<file path="config.mk">
export PLATFORM = sky130hd
export DESIGN_NAME = quad_encoder_emulator
export DESIGN_NICKNAME = d
export VERILOG_FILES = /design/src/rtl/motor_pkg.sv /design/src/rtl/quad_encoder_emulator_edge_timer.sv /design/src/rtl/quad_encoder_emulator.sv
export SDC_FILE = /design/constraint.sdc
export NUM_CORES = 1
export LEC_CHECK = 0
export CAP_MARGIN = 25
export CELL_PAD_IN_SITES_DETAIL_PLACEMENT = 2
export CELL_PAD_IN_SITES_GLOBAL_PLACEMENT = 2
export CORE_ASPECT_RATIO = 0.75
export CORE_MARGIN = 2
export CORE_UTILIZATION = 39
export DETAILED_ROUTE_END_ITERATION = 7
export DONT_BUFFER_PORTS = 1
export PLACE_DENSITY_LB_ADDON = 0.25
export RECOVER_POWER = 100
export SLEW_MARGIN = 30
export SYNTH_ARGS = -nofsm -noshare
export SYNTH_HDL_FRONTEND = slang
export SYNTH_HIERARCHICAL = 1
export SYNTH_SLANG_ARGS = --single-unit
</file>
<file path="constraint.sdc">
create_clock -name i_clk -period 4.1 [get_ports i_clk]
set_input_delay 0.82 -clock i_clk [delete_from_list [all_inputs] [get_ports i_clk]]
set_output_delay 0.82 -clock i_clk [all_outputs]
set_load 0.01 [all_outputs]
</file>
<file path="src/rtl/motor_pkg.sv">
// Shared motor-path types: quadrature state encoding and the one-step
// quadrature sequencer used by the encoder emulator.
package motor_pkg;

  // Encoded so that bit 1 is channel A and bit 0 is channel B.
  typedef enum logic [1:0] {
    Q00 = 2'b00,
    Q10 = 2'b10,
    Q11 = 2'b11,
    Q01 = 2'b01
  } quad_state_t;

  // Forward walks 00->10->11->01->00; reverse walks the same ring backwards.
  function automatic quad_state_t quad_next(input quad_state_t state, input logic dir);
    quad_state_t nxt;
    nxt = Q00;
    if (dir == 1'b0) begin
      case (state)
        Q00:     nxt = Q10;
        Q10:     nxt = Q11;
        Q11:     nxt = Q01;
        Q01:     nxt = Q00;
        default: nxt = Q00;
      endcase
    end else begin
      case (state)
        Q00:     nxt = Q01;
        Q01:     nxt = Q11;
        Q11:     nxt = Q10;
        Q10:     nxt = Q00;
        default: nxt = Q00;
      endcase
    end
    return nxt;
  endfunction

endpackage

</file>
<file path="src/rtl/quad_encoder_emulator_edge_timer.sv">
// Edge period counter: emits a one-cycle tick every 'period' clocks while
// enabled. The period is compared live so a shrink past the count ticks at once.
module edge_timer #(
  parameter int K_PERW = 16
) (
  input  logic              clk,
  input  logic              rst_n,
  input  logic              enable,
  input  logic [K_PERW-1:0] period,
  output logic              tick
);

  localparam logic [K_PERW-1:0] PER_ZERO = {K_PERW{1'b0}};
  localparam logic [K_PERW-1:0] PER_ONE  = {{(K_PERW-1){1'b0}}, 1'b1};

  logic [K_PERW-1:0] cnt_r;
  logic [K_PERW-1:0] cnt_next_s;
  logic              run_s;
  logic              tick_s;

  assign run_s  = enable && (period != PER_ZERO);
  assign tick_s = run_s && (cnt_r >= (period - PER_ONE));
  assign tick   = tick_s;

  // Next count: cleared while idle so a restart waits a full period.
  always_comb begin
    cnt_next_s = cnt_r;
    if (!run_s) begin
      cnt_next_s = PER_ZERO;
    end else if (tick_s) begin
      cnt_next_s = PER_ZERO;
    end else begin
      cnt_next_s = cnt_r + PER_ONE;
    end
  end

  // Period counter register.
  always_ff @(posedge clk or negedge rst_n) begin
    if (!rst_n) begin
      cnt_r <= PER_ZERO;
    end else begin
      cnt_r <= cnt_next_s;
    end
  end

endmodule

</file>
<file path="src/rtl/quad_encoder_emulator.sv">
// Quadrature encoder emulator: A/B/I generation from a commanded edge period,
// direction and counts-per-revolution. Index output built only with QENC_EMU_INDEX_EN.
module quad_encoder_emulator
  import motor_pkg::*;
#(
  parameter int K_PERW = 16,
  parameter int K_POSW = 12
) (
  input  logic              i_clk,
  input  logic              i_rst_n,
  input  logic              i_enable,
  input  logic              i_dir,
  input  logic [K_PERW-1:0] i_period,
  input  logic [K_POSW-1:0] i_cpr,
  output logic              o_enc_a,
  output logic              o_enc_b,
  output logic              o_enc_i,
  output logic              o_step,
  output logic [K_POSW-1:0] o_pos
);

  localparam logic [K_POSW-1:0] POS_ZERO = {K_POSW{1'b0}};
  localparam logic [K_POSW-1:0] POS_ONE  = {{(K_POSW-1){1'b0}}, 1'b1};
  localparam logic [K_POSW:0]   EXT_ONE  = {{K_POSW{1'b0}}, 1'b1};
  localparam logic [K_POSW:0]   CPR_FULL = {1'b1, {K_POSW{1'b0}}};

  logic              tick_s;
  quad_state_t       state_r;
  logic [K_POSW-1:0] pos_r;
  logic [K_POSW-1:0] pos_next_s;
  logic              step_r;
  logic [K_POSW:0]   cpr_ext_s;
  logic [K_POSW:0]   cpr_m1_s;
  logic [K_POSW:0]   pos_ext_s;

  edge_timer #(
    .K_PERW (K_PERW)
  ) u_edge_timer (
    .clk    (i_clk),
    .rst_n  (i_rst_n),
    .enable (i_enable),
    .period (i_period),
    .tick   (tick_s)
  );

  // One extra bit lets a zero cpr stand for a full 2**K_POSW revolution.
  assign cpr_ext_s = (i_cpr == POS_ZERO) ? CPR_FULL : {1'b0, i_cpr};
  assign cpr_m1_s  = cpr_ext_s - EXT_ONE;
  assign pos_ext_s = {1'b0, pos_r};

  // Next position with wrap; an out-of-range position snaps to the wrap target.
  always_comb begin
    pos_next_s = pos_r;
    if (i_dir == 1'b0) begin
      if ((pos_ext_s + EXT_ONE) >= cpr_ext_s) begin
        pos_next_s = POS_ZERO;
      end else begin
        pos_next_s = pos_r + POS_ONE;
      end
    end else begin
      if ((pos_r == POS_ZERO) || (pos_ext_s >= cpr_ext_s)) begin
        pos_next_s = cpr_m1_s[K_POSW-1:0];
      end else begin
        pos_next_s = pos_r - POS_ONE;
      end
    end
  end

  // Quadrature state, position and step pulse advance together on a tick.
  always_ff @(posedge i_clk or negedge i_rst_n) begin
    if (!i_rst_n) begin
      state_r <= Q00;
      pos_r   <= POS_ZERO;
      step_r  <= 1'b0;
    end else if (tick_s) begin
      state_r <= quad_next(state_r, i_dir);
      pos_r   <= pos_next_s;
      step_r  <= 1'b1;
    end else begin
      state_r <= state_r;
      pos_r   <= pos_r;
      step_r  <= 1'b0;
    end
  end

`ifdef QENC_EMU_INDEX_EN
  logic idx_r;

  // Index is high for the whole quadrature state that sits at position zero.
  always_ff @(posedge i_clk or negedge i_rst_n) begin
    if (!i_rst_n) begin
      idx_r <= 1'b1;
    end else if (tick_s) begin
      idx_r <= (pos_next_s == POS_ZERO);
    end else begin
      idx_r <= idx_r;
    end
  end

  assign o_enc_i = idx_r;
`else
  assign o_enc_i = 1'b0;
`endif

  assign o_enc_a = state_r[1];
  assign o_enc_b = state_r[0];
  assign o_step  = step_r;
  assign o_pos   = pos_r;

endmodule
</file>
==> metrics.md, run 1 <==
| Metric | Value |
|---|---|
| Outcome | `complete, no violations` |
| Vias | `3274` |
| Final instance area | `3910 um2` |
| Final instance count without filler cells | `545` |
| Final period util | `98.2%` |
| Area contributors post-synth | `dfrtp_1 (22%), ha_1 (16%), xnor2_1 (9.7%), xor2_1 (4.5%), nor2_1 (3.6%)` |
| Clk network pwr share | `39.6%` |
| Die H | `86.5 um` |
| Slew margin rel. | `54.2%` |
| Cells after Synth | `424` |
| Largest net degree at the start of global routing | `32` |
| Maximum vdd drop | `0.000228 V` |
| Final Hold Fails | `0` |
| Total clock buffers created by CTS | `5` |
| Dpl hpwl | `9.56 mm` |
| Pleak | `1.75 nW` |
| Die ar. | `9860 um2` |
| CTS tree | `built` |
| Top cell type's share of synthesized area | `21.9%` |
| CP endpoint kind | `register` |
| Initial antenna violation count | `0` |
| Nets | `510` |
| Inst Count DP | `534` |
| Comb pwr share | `24.8%` |
| Endpoints failing setup | `0` |
| Cells along the critical path | `or3_1 > or4_4 > nor4_4 > buf_4 > xnor2_1 > ha_1 > buf_4 > and4_1 > nand2_1 > a31o_2 > o21ai_2 > and2_4 > buf_4 > and2_2 > o221ai_1 > nand3_1` |
| Grt ovf | `0` |
| ANT nets after route | `0` |
| Worst path most repeated cell | `buf_4` |
| Seq/Total Area, Yosys | `21.9%` |
| Area of the core | `8930 um2` |
| Internal | `0.000679 W` |
| GRT Total Usage | `25.3%` |
| Crit-path max cell delay | `0.48 ns` |
| Synth cell types | `56` |
| Clk buf depth | `2` |
| Num rows | `30` |
| Synth Flop Type | `dfrtp_1` |
| Crit Path Max Fanout | `6` |
| Ant. Diodes | `0` |
| #FFs+latches synth | `31` |
| Clock-pin slew on the worst setup and hold paths | `0.05 ns` |
| Clk_skew | `0.00440 ns` |
| P&R area growth vs syn | `10.5%` |
| Post-synth ARST share | `100%` |
| Root buf cell | `clkbuf_16` |
| Routed length per instance | `22.3 um` |
| Sw frac | `31.0%` |
| GP Congestion | `0.873` |
| Cell Area, Synth | `3540 um2` |
| Mapped Nets | `502` |
| Tmin final | `4.03 ns` |
| Max Cap Viol | `0` |
| Vias in the first global route | `3562` |
| # hold bufs at CTS | `0` |
| Routed WL | `12.1 mm` |
| Most common cell in the netlist | `ha_1` |
| Min-delay worst type | `primary input to async pin` |
| PwrDens | `252 nW/um2` |
| Required time of the worst setup path | `4.30 ns` |
| Slew @ Worst Pin | `0.688 ns` |
| Cell taking the most area after synthesis | `dfrtp_1` |
| Max Fclk | `248 MHz` |
| CP startpoint kind | `primary input` |
| # clock sinks | `31` |
| DR DRC count | `0` |
| Max-slew violation count | `0` |
| Initial DRC Count | `123` |
| PortBufs | `0` |
| Drt via density | `6.01` |
| Critical Path AT | `4.23 ns` |
| Crit path kind | `primary input to register` |
| Slowest-stage cell, CP | `or4_4` |
| Most frequent cells after synthesis | `ha_1 (46), xnor2_1 (39), nor2_1 (34)` |
| Die X | `114 um` |
| Yosys Warn Count | `6` |
| Global-route wire length before repair | `19.2 mm` |
| Seq pwr share | `35.6%` |
| Post-DP Area | `3710 um2` |
| H-tree depth | `2` |
| EDFF count, synth | `0` |
| Layout cells sized above 1 | `10.6%` |
| Mean post-synth cell area | `8.35 um2` |
| DRT Pass-1 Iters | `4` |
| Clock Latency Late Sink | `0.28 ns` |
| P_sw | `0.000305 W` |
| Initial Utilization | `39.6%` |
| I/O pins | `48` |
repair_timing:
action	4_1_cts	5_1_grt
resized for setup	0	12
setup endpoints to repair	0	11
setup buffers	0	3
registers in the layout, summed over array words and instances (netlist names):
register / flops
o_pos: 12
u_edge_timer/cnt_r: 16
o_step: 1
state_r: 2
placed cells by master (no fill, tap or decap), types with 2 or more instances in the layout:
| cell | Yosys | layout |
|---|---|---|
| nor2_4 | 3 | 3 |
| nor3b_1 | 9 | 9 |
| o21ai_2 | 1 | 3 |
| a211oi_1 | 3 | 3 |
| mux2i_1 | 11 | 11 |
| o21a_1 | 3 | 3 |
| clkbuf_16 | 0 | 5 |
| nand4_1 | 7 | 7 |
| clkbuf_1 | 9 | 6 |
| o31ai_1 | 6 | 6 |
| buf_4 | 1 | 13 |
| clkbuf_8 | 0 | 2 |
| xor2_1 | 18 | 18 |
| nand3_1 | 19 | 19 |
| a21oi_1 | 12 | 11 |
| or3_1 | 4 | 4 |
| nor2_1 | 34 | 33 |
| ha_1 | 46 | 46 |
| nor4_2 | 1 | 2 |
| a22oi_1 | 3 | 3 |
| nor2b_1 | 8 | 7 |
| nor4_1 | 10 | 9 |
| inv_1 | 26 | 26 |
| a31oi_1 | 3 | 3 |
| dfrtp_1 | 31 | 30 |
| nand2b_1 | 5 | 4 |
| and3_1 | 9 | 9 |
| xnor2_1 | 39 | 39 |
| a221o_1 | 2 | 2 |
| a21o_1 | 3 | 3 |
| nand2_1 | 28 | 27 |
| o21ai_1 | 10 | 8 |
| and4_1 | 3 | 2 |
| o21ai_0 | 5 | 5 |
| o211ai_1 | 4 | 4 |
| nor3_1 | 19 | 19 |
| nand2_2 | 1 | 2 |
| nor4_4 | 2 | 2 |
stage by stage:
stage	hold WS, ns	util, %	setup WS, ns	power (W)	setup TNS, ns
6_report	0.233	43.8	0.0733	0.000984	0
5_1_grt	0.222	43.8	-0.0691	0.00103	-0.198
4_1_cts	0.228	43.3	0.0661	0.000990	0
3_5_place_dp	0.525	41.6	-0.173	0.000593	-1.47
3_3_place_gp	0.525	41.6	0.0110	0.000576	0
2_1_floorplan	0.511	-	0.0724	0.000516	0
final timing paths:
path	start	end	slack, ns	cells past startpoint
setup / recovery	i_period[2]	o_pos[2]$_DFFE_PN0P_	0.07	16
hold / removal	i_rst_n	u_edge_timer/cnt_r[12]$_DFF_PN0_	0.23	0
setup reg to reg	o_pos[1]$_DFFE_PN0P_	o_pos[8]$_DFFE_PN0P_	0.21	14
hold reg to reg	u_edge_timer/cnt_r[15]$_DFF_PN0_	u_edge_timer/cnt_r[15]$_DFF_PN0_	0.60	2
max in group asynchronous	i_rst_n	o_pos[0]$_DFFE_PN0P_	3.77	0
min in group i_clk	u_edge_timer/cnt_r[15]$_DFF_PN0_	u_edge_timer/cnt_r[15]$_DFF_PN0_	0.60	2
layout make-up:
type	count	area [um2]
fillers	1020	5020
multi-input cells	350	2620
flip-flops and latches	31	777
clock buffers	8	156
well taps	112	140
repair buffers	18	116
inverters	26	97.6
cells by family after synthesis:
| group | count (synthesis) | synth area share (%) |
|---|---|---|
| buffers and inverters | 43 | 5.06 |
| adder cells (fa/ha/maj) | 46 | 16.3 |
| XOR/XNOR | 57 | 14.1 |
| AND/OR/NAND/NOR | 169 | 26.6 |
| other | 1 | 0.106 |
| multiplexers | 12 | 3.43 |
| AO/OA/AOI/OAI | 65 | 12.6 |
| flip-flops | 31 | 21.9 |
worst max-delay path: cells and delay by family:
family          cells  cell delay (ns)
fa+ha+maj           1             0.33
simple gates        8             2.02
buf+inv             3             0.44
compound gates      3             0.54
xor+xnor            1             0.06
power by group through the flow:
stage,registers (W),clock network (W),logic (W)
2_1_floorplan,0.000344,0,0.000172
4_1_cts,0.000351,0.000397,0.000242
3_5_place_dp,0.000355,0,0.000238
3_3_place_gp,0.000354,0,0.000223
5_1_grt,0.000353,0.000411,0.000270
6_report,0.000351,0.000390,0.000244
per-layer routing:
layer / vias up / track usage (%) / wire length [um]
met3: 17 / 5.10 / 572
li1: 1537 / - / -
met2: 65 / 40.9 / 5540
met5: - / 0 / 0
met4: 0 / 4.88 / 165
met1: 1655 / 35.3 / 5860
No activity file was read; power rests on OpenSTA's default activity.
==> run 2, diff against run 1 <==
Clock period 4.1 ns to 4.24 ns, I/O delays scaled along.
==> run 2 against run 1 <==
  * Largest cell class unchanged
  * Count of clock-buffer cells in the layout shrank 2
  * Critical endpoint is now o_pos[0]$_DFFE_PN0P_
  * Total power shrank 8.7%
  * Largest power group is now sequential cells
  * Combinational power shrank 9.0%
  * Design area shrank 2.8%
  * Routed wire length shrank 6.0%
  * Global-route usage shrank 0.55 points
  * Clock skew shrank 0.00059 ns
  * First-iteration DRC count shrank 9.8%
  * Highest routed layer unchanged
  * Hold slack gained 0.029 ns
==> metrics.md, run 2 (synthesis results as in run 1) <==
| Metric | Value |
|---|---|
| Outcome | `complete, no violations (unchanged)` |
| Nets | `504 (was 510)` |
| CTS tree | `built (unchanged)` |
| Root buf cell | `clkbuf_16 (unchanged)` |
| CP endpoint kind | `register (unchanged)` |
| DR DRC count | `0 (unchanged)` |
| Tmin final | `4.05 ns` |
| Initial Utilization | `39.6% (unchanged)` |
| Initial DRC Count | `111 (was 123)` |
| Routed length per instance | `21.3 um (was 22.3 um)` |
| Seq pwr share | `37.8% (was 35.6%)` |
| PwrDens | `236 nW/um2 (was 252 nW/um2)` |
| GR peak layer | `met2 (unchanged)` |
| # clock sinks | `31 (unchanged)` |
| Multi-input logic area | `2590 um2 (was 2620 um2)` |
| RR Startpoint | `o_pos[0]$_DFFE_PN0P_ (was o_pos[1]$_DFFE_PN0P_)` |
| Largest register FFs | `16 (unchanged)` |
| Die X | `114 um (unchanged)` |
| Die H | `86.5 um (unchanged)` |
| Most frequent cells in the layout | `ha_1 (46), xnor2_1 (39), nor2_1 (33), dfrtp_1 (31), nand2_1 (27) (was ha_1 (46), xnor2_1 (39), nor2_1 (33), dfrtp_1 (30), nand2_1 (27))` |
| Slew margin rel. | `55.0% (was 54.2%)` |
| Endpoints failing setup | `0 (unchanged)` |
| Comb pwr share | `24.7% (was 24.8%)` |
| Internal | `0.000615 W (was 0.000679 W)` |
| CP startpoint kind | `primary input (unchanged)` |
| # Post-CTS Setup Buffers | `0 (unchanged)` |
| GRT Total Usage | `24.7% (was 25.3%)` |
| Area of the core | `8930 um2 (unchanged)` |
| Maximum vdd drop | `0.000115 V (was 0.000228 V)` |
| Dpl hpwl | `9.34 mm (was 9.56 mm)` |
| Final instance count without filler cells | `537 (was 545)` |
| GP Congestion | `0.831 (was 0.873)` |
| Final Power | `0.000899 W (was 0.000984 W)` |
| R2R depth | `15 (was 14)` |
| Largest net degree at the start of global routing | `32 (unchanged)` |
| Clk_skew | `0.00381 ns (was 0.00440 ns)` |
| # hold bufs at CTS | `0 (unchanged)` |
| P_sw | `0.000284 W (was 0.000305 W)` |
| I/O pins | `48 (unchanged)` |
| Pleak | `1.69 nW (was 1.75 nW)` |
| Max Cap Viol | `0 (unchanged)` |
| Required time of the worst setup path | `4.40 ns (was 4.30 ns)` |
| Vias | `3198 (was 3274)` |
| PortBufs | `0 (unchanged)` |
| Register area | `776 um2 (was 777 um2)` |
| Crit path kind | `primary input to register (unchanged)` |
| P&R area growth vs syn | `7.46% (was 10.5%)` |
| Clock-pin slew on the worst setup and hold paths | `0.05 ns (about the same)` |
| DRT Pass-1 Iters | `4 (unchanged)` |
| Sw frac | `31.6% (was 31.0%)` |
| Worst reg2reg path endpoint | `o_pos[10]$_DFFE_PN0P_ (was o_pos[8]$_DFFE_PN0P_)` |
| Clk network pwr share | `37.5% (was 39.6%)` |
| Final period util | `95.5%` |
| Total clock buffers created by CTS | `5 (unchanged)` |
| Die ar. | `9860 um2 (unchanged)` |
| Max Fclk | `247 MHz` |
| H-tree depth | `2 (unchanged)` |
| Critical Path AT | `4.21 ns (was 4.23 ns)` |
| R2r setup slk | `0.40 ns (was 0.21 ns)` |
| # fillers | `1026 (was 1020)` |
| Num rows | `30 (unchanged)` |
| Routed WL | `11.4 mm (was 12.1 mm)` |
| Global-route wire length before repair | `18.9 mm (was 19.2 mm)` |
| Final core occ | `42.6% (was 43.8%)` |
| Met1 Use GR | `37.3% (was 35.3%)` |
| Layout cells sized above 1 | `6.35% (was 10.6%)` |
| Most common cell after layout, fill and taps aside | `ha_1 (unchanged)` |
| Biggest register | `u_edge_timer/cnt_r (unchanged)` |
| Inst Count DP | `531 (was 534)` |
| Ant. Diodes | `0 (unchanged)` |
| Met2 Track Usage GR | `38.0% (was 40.9%)` |
| Crit Path Max Fanout | `5 (was 6)` |
| Final Hold Fails | `0 (unchanged)` |
| Min-delay worst type | `primary input to async pin (unchanged)` |
| Hold WS | `0.262 ns (was 0.233 ns)` |
| Initial antenna violation count | `0 (unchanged)` |
| ANT nets after route | `0 (unchanged)` |
| Grt ovf | `0 (unchanged)` |
| Slew @ Worst Pin | `0.670 ns (was 0.688 ns)` |
| Clock Latency Late Sink | `0.28 ns (about the same)` |
| Clk buf depth | `2 (unchanged)` |
| Max-slew violation count | `0 (unchanged)` |
| RSZ-0062 raised after global routing | `true` |
| Drt via density | `5.96 (was 6.01)` |
| Grt met3 use | `4.55% (was 5.10%)` |
| Setup TNS | `0 ns (unchanged)` |
| Vias in the first global route | `3441 (was 3562)` |
[run 2: cell count changes in the layout (fill, tap and decap cells not counted), sizes merged]
cell    previous run  this run
buf               13         7
clkbuf            13        11
[run 2: stage by stage]
stage / worst slack [ns] / area (um2)
6_report: 0.189 / 3800
3_3_place_gp: 0.0354 / 3690
2_1_floorplan: 0.0170 / 3540
4_1_cts: 0.178 / 3820
3_5_place_dp: -0.0868 / 3690
5_1_grt: -0.00860 / 3800
[run 2: worst max path at each step]
stage,startpoint,depth (start not counted),to
after floorplan,i_period[0],15,state_r[1]$_DFFE_PN0P_
after global placement,i_period[2],13,o_pos[0]$_DFFE_PN0P_
after detailed placement,i_period[2],15,o_pos[3]$_DFFE_PN0P_
after CTS,i_period[0],17,o_pos[5]$_DFFE_PN0P_
after global routing,i_period[0],16,o_pos[7]$_DFFE_PN0P_
final,i_period[0],16,o_pos[0]$_DFFE_PN0P_
[run 2: routing by layer]
metal | vias up | part of all wire (%)
li1 | 1520 | -
met1 | 1625 | 50
met2 | 43 | 45
met3 | 10 | 4.2
met4 | 0 | 0.52
met5 | - | 0
[run 2: final cells by class]
type	count	share of cell area, %
multi-input cells	350	68.1
flip-flops and latches	31	20.4
well taps	112	3.69
clock buffers	6	3.39
inverters	26	2.57
repair buffers	12	1.88
[run 2: critical path, stage by stage]
cell      delay, ns
inv_1          0.07
ha_1           0.22
nor2b_1        0.22
nand2_1        0.10
or3_1          0.36
or3_1          0.34
xor2_1         0.16
ha_1           0.28
nand2_1        0.07
o21ai_0        0.08
a221oi_1       0.34
o21ai_1        0.15
and2_1         0.23
buf_4          0.17
and2_1         0.22
a221o_1        0.34
[run 2: repair_timing]
| action | CTS | global route |
|---|---|---|
| hold endpoints to repair | 0 | 0 |
| resized for setup | 0 | 2 |
| setup endpoints to repair | 0 | 6 |
[run 2: power groups by stage]
stage / Combinational (W) / Sequential, W / Clock [W]
final: 0.000222 / 0.000340 / 0.000337
after global routing: 0.000251 / 0.000343 / 0.000354
after CTS: 0.000225 / 0.000340 / 0.000346
after detailed placement: 0.000224 / 0.000345 / 0
after global placement: 0.000208 / 0.000344 / 0
after floorplan: 0.000166 / 0.000333 / 0
==> run 3, diff against run 2 <==
Settings changed: CORE_UTILIZATION 39 to 37.
==> run 3 against run 2 <==
  * Global-route usage fell by 1.3 points
  * Final cell count rose by 3.9%
  * Routed wire length fell by 0.39%
  * Total power rose by 0.69%
  * Clock skew fell by 0.0014 ns
  * Via count fell by 1.9%
  * Highest routed layer unchanged
  * Sequential power barely moved
  * Worst setup slack improved by 0.00087 ns
  * Hold slack improved by 0.0019 ns
==> metrics.md, run 3 (synthesis results as in run 1) <==
| Metric | Value |
|---|---|
| Vias in the first global route | `3475 (was 3441)` |
| Die ar. | `10400 um2 (was 9860 um2)` |
| Crit path capture | `o_pos[0]$_DFFE_PN0P_ (unchanged)` |
| Initial DRC Count | `104 (was 111)` |
| Register area | `776 um2 (unchanged)` |
| Slowest-stage cell, CP | `or3_1 (unchanged)` |
| Clock Latency Late Sink | `0.28 ns (about the same)` |
| GRT Total Usage | `23.4% (was 24.7%)` |
| Worst reg2reg path endpoint | `o_pos[8]$_DFFE_PN0P_ (was o_pos[10]$_DFFE_PN0P_)` |
| Layout cells sized above 1 | `6.74% (was 6.35%)` |
| Max Cap Viol | `0 (unchanged)` |
| Multi-input logic area | `2590 um2 (about the same)` |
| Ant. Diodes | `0 (unchanged)` |
| Cells along the critical path | `inv_1 > ha_1 > nor2b_1 > nand2_1 > or3_1 > or3_1 > xor2_1 > ha_1 > nand2_1 > o21ai_0 > a221oi_2 > o21ai_1 > and2_1 > buf_2 > and2_1 > a221o_1 (was inv_1 > ha_1 > nor2b_1 > nand2_1 > or3_1 > or3_1 > xor2_1 > ha_1 > nand2_1 > o21ai_0 > a221oi_1 > o21ai_1 > and2_1 > buf_4 > and2_1 > a221o_1)` |
| Dpl hpwl | `9.41 mm (was 9.34 mm)` |
| Vias | `3137 (was 3198)` |
| Outcome | `complete, no violations (unchanged)` |
| Initial Utilization | `38.6% (was 39.6%)` |
| CP endpoint kind | `register (unchanged)` |
| Hold WS | `0.264 ns (was 0.262 ns)` |
| Total clock buffers created by CTS | `5 (unchanged)` |
| DR DRC count | `0 (unchanged)` |
| Clk_skew | `0.00239 ns (was 0.00381 ns)` |
| # fillers | `1072 (was 1026)` |
| Final instance area | `3850 um2 (was 3800 um2)` |
| Most common cell after layout, fill and taps aside | `ha_1 (unchanged)` |
| Root buf cell | `clkbuf_16 (unchanged)` |
| R2r setup slk | `0.35 ns (was 0.40 ns)` |
| Grt ovf | `0 (unchanged)` |
| Crit-path max cell delay | `0.38 ns (was 0.36 ns)` |
| Maximum vdd drop | `0.000132 V (was 0.000115 V)` |
| Clock-pin slew on the worst setup and hold paths | `0.05 ns (about the same)` |
| DRT Pass-1 Iters | `4 (unchanged)` |
| GP Congestion | `0.808 (was 0.831)` |
| Die H | `88.7 um (was 86.5 um)` |
| Pleak | `1.71 nW (was 1.69 nW)` |
| Max-slew violation count | `0 (unchanged)` |
| Die X | `117 um (was 114 um)` |
| Drt via density | `5.62 (was 5.96)` |
| Final Hold Fails | `0 (unchanged)` |
| ANT nets after route | `0 (unchanged)` |
| Tmin final | `4.05 ns (about the same)` |
| Biggest register | `u_edge_timer/cnt_r (unchanged)` |
| Largest net degree at the start of global routing | `32 (unchanged)` |
| # clock sinks | `31 (unchanged)` |
| Min-delay worst type | `primary input to async pin (unchanged)` |
| Nets | `507 (was 504)` |
| RSZ-0062 raised after global routing | `false (was true)` |
| Initial antenna violation count | `0 (unchanged)` |
| Area of the core | `9160 um2 (was 8930 um2)` |
| Crit Path Max Fanout | `6 (was 5)` |
| Post-place setup slack | `-0.101 ns (was -0.0868 ns)` |
| Clk buf depth | `2 (unchanged)` |
| Most frequent cells in the layout | `ha_1 (46), xnor2_1 (39), nor2_1 (34), dfrtp_1 (31), nand2_1 (28) (was ha_1 (46), xnor2_1 (39), nor2_1 (33), dfrtp_1 (31), nand2_1 (27))` |
| PwrDens | `235 nW/um2 (was 236 nW/um2)` |
| Slew @ Worst Pin | `0.781 ns (was 0.670 ns)` |
| H-tree depth | `2 (unchanged)` |
| I/O pins | `48 (unchanged)` |
| Routed length per instance | `20.4 um (was 21.3 um)` |
| Num rows | `30 (unchanged)` |
| Largest register FFs | `16 (unchanged)` |
| Endpoints failing setup | `0 (unchanged)` |
| Max Fclk | `247 MHz (about the same)` |
| Crit path kind | `primary input to register (unchanged)` |
| Required time of the worst setup path | `4.40 ns (about the same)` |
| Global-route wire length before repair | `18.6 mm (was 18.9 mm)` |
| RR Startpoint | `o_pos[0]$_DFFE_PN0P_ (unchanged)` |
| # hold bufs at CTS | `0 (unchanged)` |
| Setup crit start | `i_period[0] (unchanged)` |
| Slew margin rel. | `47.9% (was 55.0%)` |
| P&R area growth vs syn | `8.70% (was 7.46%)` |
| CP startpoint kind | `primary input (unchanged)` |
| R2R depth | `14 (was 15)` |
| Final period util | `95.5% (about the same)` |
| Routed WL | `11.4 mm (about the same)` |
| Post-DP Area | `3730 um2 (was 3690 um2)` |
| PortBufs | `0 (unchanged)` |
| CTS tree | `built (unchanged)` |
| Final Worst Setup Slack | `0.190 ns (was 0.189 ns)` |
| Critical Path AT | `4.21 ns (about the same)` |
-- run 3: worst min path at each step --
stage	slack (ns)	endpoint	cells after the start
5_1_grt	0.25	o_pos[10]$_DFFE_PN0P_	0
3_3_place_gp	0.55	o_pos[10]$_DFFE_PN0P_	0
3_5_place_dp	0.55	o_pos[10]$_DFFE_PN0P_	0
6_report	0.26	o_pos[10]$_DFFE_PN0P_	0
4_1_cts	0.26	u_edge_timer/cnt_r[14]$_DFF_PN0_	0
2_1_floorplan	0.51	u_edge_timer/cnt_r[0]$_DFF_PN0_	1
-- run 3: stage by stage --
| step | power [W] | utilization, % | TNS (ns) | cells |
|---|---|---|---|---|
| finish | 0.000905 | 42.0 | 0 | 558 |
| global route | 0.000958 | 42.0 | 0 | 558 |
| CTS | 0.000918 | 42.2 | 0 | 558 |
| detailed placement | 0.000567 | 40.7 | -0.188 | 550 |
| global placement | 0.000556 | 40.7 | -0.109 | 550 |
| floorplan | 0.000499 | - | 0 | 424 |
-- run 3: area by class of cell --
class	instances	share of cell area, %
clock buffers	7	3.45
clock inverters	1	0.130
inverters	26	2.54
multi-input cells	350	67.3
flip-flops and latches	31	20.2
well taps	128	4.16
repair buffers	15	2.21
-- run 3: what timing repair did --
item	in CTS	in global routing
setup buffers	0	0
resized for setup	0	1
hold endpoints to repair	0	0
setup endpoints to repair	0	1
-- run 3: power by group --
group / switching, W / internal (W) / leakage, nW / total, W
clock: 0.000130 / 0.000217 / 0.0679 / 0.000346
combinational: 0.000126 / 0.0000953 / 1.23 / 0.000222
sequential: 0.0000290 / 0.000308 / 0.414 / 0.000337
total: 0.000285 / 0.000620 / 1.71 / 0.000905
-- run 3: routing by layer --
layer	vias up	routed length, um	GRT usage (%)
met4	0	8	2.03
met2	36	4920	35.6
met3	2	436	4.32
li1	1526	-	-
met1	1573	6000	35.7
met5	-	0	0
-- run 3: worst max-delay path, delay by kind of cell --
kind / cells / cell delay (ns)
compound gates: 4 / 0.91
xor+xnor: 1 / 0.16
fa+ha+maj: 2 / 0.47
buf+inv: 2 / 0.24
simple gates: 7 / 1.59
